$ cat config.mk
export PLATFORM = sky130hd
export DESIGN_NAME = gpio_in_conditioner_flat
export DESIGN_NICKNAME = d
export VERILOG_FILES = /design/src/rtl/gpio_in_conditioner_if.sv /design/src/rtl/gpio_in_conditioner.sv /design/src/flat_wrapper.sv
export SDC_FILE = /design/constraint.sdc
export NUM_CORES = 1
export LEC_CHECK = 0
export CAP_MARGIN = 20
export CORE_MARGIN = 2
export CORE_UTILIZATION = 40
export DETAILED_ROUTE_END_ITERATION = 6
export PLACE_DENSITY_LB_ADDON = 0.12
export RECOVER_POWER = 100
export SETUP_SLACK_MARGIN = 0.5
export SLEW_MARGIN = 20
export SYNTH_ARGS = -nofsm -noshare
export SYNTH_HDL_FRONTEND = slang
export SYNTH_SLANG_ARGS = --single-unit
$ cat constraint.sdc
create_clock -name SYSCLK_apb -period 1.3 [get_ports SYSCLK_apb]
set_input_delay 0.26 -clock SYSCLK_apb [delete_from_list [all_inputs] [get_ports SYSCLK_apb]]
set_output_delay 0.26 -clock SYSCLK_apb [all_outputs]
set_load 0.005 [all_outputs]
$ cat src/rtl/gpio_in_conditioner_if.sv
// gpio_in_conditioner_if
//   Bundles the pad-side inputs and conditioned outputs of gpio_in_conditioner.
//   Signals:
//     PAD_IN  [IO_NUM]  raw asynchronous pad levels
//     DB_EN   [IO_NUM]  per-bit debounce enable (quasi-static)
//     GPIO_IN [IO_NUM]  conditioned level towards CoreGPIO GPIO_IN
//     RISE    [IO_NUM]  one-cycle pulse on each 0->1 change of GPIO_IN
//     FALL    [IO_NUM]  one-cycle pulse on each 1->0 change of GPIO_IN
//     TICK              prescaler sample strobe
//   Modports: master drives the pads/enables, slave is the conditioner.
interface gpio_in_conditioner_if #(
   parameter int unsigned IO_NUM = 8
);
   logic [IO_NUM-1:0] PAD_IN;
   logic [IO_NUM-1:0] DB_EN;
   logic [IO_NUM-1:0] GPIO_IN;
   logic [IO_NUM-1:0] RISE;
   logic [IO_NUM-1:0] FALL;
   logic              TICK;

   modport master (
      output PAD_IN,
      output DB_EN,
      input  GPIO_IN,
      input  RISE,
      input  FALL,
      input  TICK
   );

   modport slave (
      input  PAD_IN,
      input  DB_EN,
      output GPIO_IN,
      output RISE,
      output FALL,
      output TICK
   );
endinterface

$ cat src/rtl/gpio_in_conditioner.sv
// gpio_in_conditioner
//   Synchronises raw pad inputs into the SYSCLK_apb domain and debounces each bit
//   against a shared prescaled sample tick, giving CoreGPIO a clean GPIO_IN level
//   plus per-bit one-cycle rise/fall pulses.
//   Ports:
//     SYSCLK_apb  clock
//     PRESETN     asynchronous active-low reset
//     bus         gpio_in_conditioner_if.slave (PAD_IN, DB_EN in; GPIO_IN, RISE,
//                 FALL, TICK out)
module gpio_in_conditioner #(
   parameter int unsigned IO_NUM      = 8,
   parameter int unsigned SYNC_STAGES = 2,
   parameter int unsigned PRESCALE    = 100,
   parameter int unsigned DB_SAMPLES  = 4,
   parameter bit          RESET_LEVEL = 1'b0
) (
   input logic                  SYSCLK_apb,
   input logic                  PRESETN,
   gpio_in_conditioner_if.slave bus
);

   localparam int unsigned PW = (PRESCALE > 1) ? $clog2(PRESCALE) : 1;
   localparam int unsigned CW = $clog2(DB_SAMPLES + 1);
   localparam logic [PW-1:0] PRE_MAX  = PW'(PRESCALE - 1);
   localparam logic [CW-1:0] CNT_LAST = CW'(DB_SAMPLES - 1);
   localparam logic [IO_NUM-1:0] RST_VEC = {IO_NUM{RESET_LEVEL}};

   logic [PW-1:0]     pre_q, pre_d;
   logic              tick_q, tick_d;
   logic [IO_NUM-1:0] sync_q [SYNC_STAGES];
   logic [IO_NUM-1:0] sync_last;
   logic [IO_NUM-1:0] s_q, s_d;
   logic [IO_NUM-1:0] rise_q, rise_d;
   logic [IO_NUM-1:0] fall_q, fall_d;
   logic [CW-1:0]     cnt_q [IO_NUM];
   logic [CW-1:0]     cnt_d [IO_NUM];

   assign sync_last = sync_q[SYNC_STAGES-1];

   // Free-running prescaler; TICK is registered so it rises PRESCALE edges
   // after reset release and the debouncers act on the edge that follows.
   always_comb begin
      tick_d = (pre_q == PRE_MAX);
      pre_d  = (pre_q == PRE_MAX) ? '0 : pre_q + PW'(1);
   end

   always_comb begin
      s_d   = s_q;
      cnt_d = cnt_q;
      for (int i = 0; i < IO_NUM; i++) begin
         if (!bus.DB_EN[i]) begin
            // Bypass: follow the synchroniser and discard any partial count.
            s_d[i]   = sync_last[i];
            cnt_d[i] = '0;
         end else if (tick_q) begin
            if (sync_last[i] == s_q[i]) begin
               cnt_d[i] = '0;
            end else if (cnt_q[i] == CNT_LAST) begin
               s_d[i]   = sync_last[i];
               cnt_d[i] = '0;
            end else begin
               cnt_d[i] = cnt_q[i] + CW'(1);
            end
         end
      end
      // Pulses are registered from the next state so they line up with the
      // first cycle GPIO_IN shows the new level.
      rise_d = s_d & ~s_q;
      fall_d = ~s_d & s_q;
   end

   always_ff @(posedge SYSCLK_apb or negedge PRESETN) begin
      if (!PRESETN) begin
         pre_q  <= '0;
         tick_q <= 1'b0;
         s_q    <= RST_VEC;
         rise_q <= '0;
         fall_q <= '0;
         for (int k = 0; k < SYNC_STAGES; k++) begin
            sync_q[k] <= RST_VEC;
         end
         for (int i = 0; i < IO_NUM; i++) begin
            cnt_q[i] <= '0;
         end
      end else begin
         pre_q     <= pre_d;
         tick_q    <= tick_d;
         s_q       <= s_d;
         rise_q    <= rise_d;
         fall_q    <= fall_d;
         sync_q[0] <= bus.PAD_IN;
         for (int k = 1; k < SYNC_STAGES; k++) begin
            sync_q[k] <= sync_q[k-1];
         end
         cnt_q <= cnt_d;
      end
   end

   assign bus.GPIO_IN = s_q;
   assign bus.RISE    = rise_q;
   assign bus.FALL    = fall_q;
   assign bus.TICK    = tick_q;

endmodule

$ cat src/flat_wrapper.sv
// flat-port wrapper written by rule: the top's interface ports become plain ports
module gpio_in_conditioner_flat 
#(
   parameter int unsigned IO_NUM      = 8,
   parameter int unsigned SYNC_STAGES = 2,
   parameter int unsigned PRESCALE    = 100,
   parameter int unsigned DB_SAMPLES  = 4,
   parameter bit          RESET_LEVEL = 1'b0
)
  (SYSCLK_apb, PRESETN, bus_PAD_IN, bus_DB_EN, bus_GPIO_IN, bus_RISE, bus_FALL, bus_TICK);
  gpio_in_conditioner_if #(.IO_NUM(IO_NUM)) bus_i ();
  input logic SYSCLK_apb;
  input logic PRESETN;
  input wire logic [$bits(bus_i.PAD_IN)-1:0] bus_PAD_IN;
  input wire logic [$bits(bus_i.DB_EN)-1:0] bus_DB_EN;
  output wire logic [$bits(bus_i.GPIO_IN)-1:0] bus_GPIO_IN;
  output wire logic [$bits(bus_i.RISE)-1:0] bus_RISE;
  output wire logic [$bits(bus_i.FALL)-1:0] bus_FALL;
  output wire logic [$bits(bus_i.TICK)-1:0] bus_TICK;
  assign bus_i.PAD_IN = bus_PAD_IN;
  assign bus_i.DB_EN = bus_DB_EN;
  assign bus_GPIO_IN = bus_i.GPIO_IN;
  assign bus_RISE = bus_i.RISE;
  assign bus_FALL = bus_i.FALL;
  assign bus_TICK = bus_i.TICK;
  gpio_in_conditioner #(.IO_NUM(IO_NUM), .SYNC_STAGES(SYNC_STAGES), .PRESCALE(PRESCALE), .DB_SAMPLES(DB_SAMPLES), .RESET_LEVEL(RESET_LEVEL)) u_core (.SYSCLK_apb(SYSCLK_apb), .PRESETN(PRESETN), .bus(bus_i));
endmodule
## Word level (Yosys, flattened, before mapping)

Cells that the tools add are included.

| word-level totals | value |
|---|---|
| register bits | 72 |
| output and inout port bits | 25 |
| input port bits | 18 |

| operators by class | value |
|---|---|
| add/subtract/negate cells | 9 |
| bitwise logic cells | 4 |
| equality and inequality tests | 25 |
| multiplexer cells | 65 |

Operator list:

| operator | count |
|---|---|
| 3-bit two-way mux | 32 |
| 1-bit two-way mux | 32 |
| 3-bit by 1-bit adder with 3-bit output, second input constant | 8 |
| 3-bit by 2-bit equality test with 1-bit output, second input constant | 8 |
| 8-bit bitwise AND | 2 |
| 2-bit by 1-bit != test with 1-bit output, second input constant | 8 |
| 8-bit NOT | 2 |
| 1-bit equality test | 8 |
| 7-bit by 1-bit adder with 7-bit output, second input constant | 1 |
| 7-bit equality test, second input constant | 1 |
| 7-bit two-way mux | 1 |

## Depth between registers and ports, before layout

Gate-level depths: netlist (run 1).

| logic depth | value |
|---|---|
| depth in word-level cells | 7 |
| mapped depth | 4 |
| gate-level depth less buffers | 4 |

## Worst setup path after synthesis (run 1)

No wires, ideal clock.

| timing | value |
|---|---|
| kind | register to register |
| start point | register u_core.cnt_q[0] in the netlist's numbering |
| end point | register u_core.s_q[7], in the netlist u_core.bus.GPIO_IN[7] |
| buffers on the path | 0 |
| setup time | 0.125 ns |
| data required time | 1.175 ns |
| stages on the path, launching flop included | 5 |
| period minus slack after synthesis | 1.395 ns |
| arrival time | 1.270 ns |
| slack | -0.095 ns |
| path through | dfrtp_1 ha_1 nor2b_1 a21boi_1 mux2_2 |

| between the ends | value |
|---|---|
| longest elaborated chain between the ends | 5 |

RTL lines:

| item | line | source |
|---|---|---|
| start, declared | gpio_in_conditioner.sv:35 | `logic [CW-1:0] cnt_q [IO_NUM];` |
| start signal, assigned | gpio_in_conditioner.sv:95 | `cnt_q <= cnt_d;` |
| 3-bit by 2-bit equality test with 1-bit output | gpio_in_conditioner.sv:58 | `end else if (cnt_q[i] == CNT_LAST) begin` |
| 1-bit two-way mux | gpio_in_conditioner.sv:58 |  |
| 1-bit two-way mux | gpio_in_conditioner.sv:56 | `if (sync_last[i] == s_q[i]) begin` |
| 1-bit two-way mux | gpio_in_conditioner.sv:55 | `end else if (tick_q) begin` |
| 1-bit two-way mux | gpio_in_conditioner.sv:51 | `if (!bus.DB_EN[i]) begin` |
| net u_core.s_d[7] | gpio_in_conditioner.sv:32 | `logic [IO_NUM-1:0] s_q, s_d;` |
| end signal, assigned | gpio_in_conditioner.sv:76 | `s_q <= RST_VEC;` |
| end signal, assigned | gpio_in_conditioner.sv:88 | `s_q <= s_d;` |
| end, declared | gpio_in_conditioner.sv:32 |  |

The timed path passes the listed nets, and every way through them passes these cells.
A chain may end at the register's enable or synchronous reset.

## Worst setup path in the final report (run 1)

| timing | value |
|---|---|
| start point | register u_core.cnt_q[21] in the netlist's numbering |
| end point | register u_core.s_q[0], in the netlist u_core.bus.GPIO_IN[0] |

Same word-level chain as after synthesis.

==> results of run 1 <==
[cell usage in the layout (no fill, tap or decap), drive strengths merged, types with 7 or more instances in the layout]
cell type,Yosys,routed
clkbuf,1,25
nor2b,11,11
nand3,10,10
mux2,11,11
a21oi,7,7
ha,9,9
nor3b,17,17
buf,3,68
clkdlybuf4s50,0,8
nand2b,15,15
a21boi,18,18
nand2,8,8
dlygate4sd3,0,8
dfrtp,72,72
[flip-flops by register name (all words and copies together) (netlist names)]
signal              cells
u_core.bus.RISE         8
u_core.bus.TICK         1
u_core.bus.FALL         8
u_core.cnt_q           24
u_core.bus.GPIO_IN      8
u_core.sync_q           8
u_core.sync_last        8
u_core.pre_q            7
[path summary, 6_finish.rpt]
path,startpoint,end,cells after the start,slack (ps)
max reg2reg,u_core.cnt_q[21],u_core.bus.GPIO_IN[0],4,-20
min in group SYSCLK_apb,u_core.sync_q[8],u_core.sync_last[0],0,350
min reg2reg,u_core.sync_q[8],u_core.sync_last[0],0,350
max,u_core.cnt_q[21],u_core.bus.GPIO_IN[0],4,-20
min,PRESETN,u_core.bus.RISE[4],2,190
max in group asynchronous,PRESETN,u_core.pre_q[2],2,430
[through the flow]
step / TNS [ps] / utilization [%] / hold WS, ps
3_3_place_gp: -749 / 53.3 / 304
5_1_grt: -272 / 63.5 / 283
4_1_cts: 0 / 63.1 / -63.7
6_report: -34.9 / 63.5 / 191
2_1_floorplan: 0 / - / -35.6
3_5_place_dp: -1050 / 53.3 / 305
[kinds of logic (layout without fill, tap and decap cells)]
logic type,count (synthesis),after routing,share of synthesized area (%)
simple gates,79,79,17.7
flops,72,72,61.3
compound gates,32,32,8.39
mux,12,12,4.56
xor+xnor,11,11,3.28
fa+ha+maj,9,9,3.83
buf+inv,4,115,0.894
[critical path, cell delays in order (launching register included)]
cell and delay [ps]:
dfrtp_1 400, ha_2 200, nor2b_4 140, a21boi_4 160, mux2_4 310
[per-layer routing]
layer  routed length, um  up-vias  track usage [%]
met2                3290       31             27.4
met4                 119        0             8.46
li1                    -      982                -
met1                2660     1064             19.9
met5                   0        -                0
met3                 161       10             3.35
[repair_timing]
item / 4_1_cts / 5_1_grt
pin swaps: 28 / 35
gates cloned: 3 / 0
setup endpoints to repair: 80 / 80
buffers inserted: 19 / 9
endpoints found under the hold margin: 72 / 72
gates resized for setup: 172 / 32
[where the power goes]
part	total (mW)	leakage [nW]	internal, mW	switching, mW
Combinational	0.528	1.00	0.304	0.224
Sequential	2.37	0.919	2.32	0.0537
Clock	1.87	0.101	1.06	0.812
Total	4.77	2.02	3.68	1.09
[layout make-up]
cell class,instances,share of cell area (%)
Timing Repair Buffer,100,18.4
Sequential cell,72,39.7
Clock inverter,6,1.87
Clock buffer,9,2.72
Tap cell,99,2.72
Multi-Input combinational cell,143,34.6
==> impl_metrics.json, run 1 <==
{
  "status": "complete, but fails checks",
  "violations": "negative setup slack",
  "die-area_mm2": 0.00805,
  "multiInputGateArea_mm2": 0.00158,
  "yosysMostFrequentCell": "dfrtp_1",
  "drc_errors": 0,
  "end_kind": "flop",
  "cp.arrival_ps": 1540,
  "rsz0062_at_grt": "yes",
  "critical_path_class": "reg2reg",
  "wire_per_inst_um": 14.5,
  "yosysSeqAreaShare_pct": 61.3,
  "syn-num-nets": 246,
  "vias_per_cell": 4.86,
  "root_buffer": "clkbuf_8",
  "p_per_area_mw_per_mm2": 1050,
  "io_pins": 43,
  "antenna_cells": 0,
  "post-route-period-util_pct": 102,
  "io_buffers": 42,
  "drive_gt1_share_pct": 54.2,
  "die_w_um": 89.7,
  "fillers": 560,
  "max_freq_ghz": 0.756,
  "regArea_mm2": 0.00181,
  "grtUsageTotal_pct": 16.3,
  "ys_ff_latch": 72,
  "place_worst_setup_slack_ps": -129,
  "grt_pass1_wl_um": 10300,
  "clkSlewWorstSetupHoldPaths_ps": 70,
  "grt_max_degree": 73,
  "synth-edff-count": 0,
  "start_util_pct": 40.9,
  "wirelength_um": 6230,
  "dp_cells": 383,
  "ys_async_sr_fraction_pct": 100,
  "clock_skew_ps": 6.86,
  "finalPower_mw": 4.77,
  "synth_area_leaders": "dfrtp_1, mux2_2, nor3b_1",
  "final_nets": 353,
  "gp_congestion": 0.717,
  "drtPass1Iterations": 4,
  "synth_top_area_share_pct": 61.3,
  "synth_warnings": 0,
  "fin_crit_ps": 1320,
  "synth_area_mm2": 0.00294,
  "tritoncts": "built",
  "worst_slack_ps": -22.3,
  "ant_nets": 0,
  "slew_headroom_pct": 36.5,
  "fp.coreArea_mm2": 0.00718,
  "maxCapViolations": 0,
  "areaGrowthSynthToFinish_pct": 55.2,
  "clockBufferDepth": 2,
  "synth_largest_area_cell": "dfrtp_1",
  "ys.flop_type": "dfrtp_1",
  "syn_avg_cell_area_um2": 13.4,
  "fin_cells": 429,
  "hold_path.class": "in2async",
  "fin_area_mm2": 0.00456,
  "antenna_found_initial": 0,
  "insertion_delay_ps": 340,
  "vias": 2087,
  "synth_cell_type_count": 27,
  "num_rows": 31,
  "synthCells": 219,
  "leakagePower_nw": 2.02,
  "initialDrtViolationCount": 65,
  "crit_fanout": 2,
  "slew_viol_final": 0,
  "overflow": 0,
  "synthTopCellsByCount": "dfrtp_1, nor3b_1, nand2b_1",
  "clock-sinks": 72,
  "finalHoldViolations": 0,
  "tightestPinTransition_ps": 952,
  "cp.required_ps": 1520,
  "cts-htree-levels": 3,
  "finalSetupViolCount": 3,
  "placed_cell_area_mm2": 0.00383,
  "irDropWorstVdd_v": 0.000509,
  "crit_path_start_kind": "flop",
  "cts_inserted_buffers": 9,
  "die_height_um": 89.7,
  "hpwlAfterDp_um": 3340,
  "grt_pass1_vias": 2193
}
(Power assumes the default switching activity.)
==> run 2: changes to the inputs <==
Settings changed: CAP_MARGIN 20 to 10.
==> results of run 2 <==
The final DEF is identical to that of run 1; final timing and power are the same.
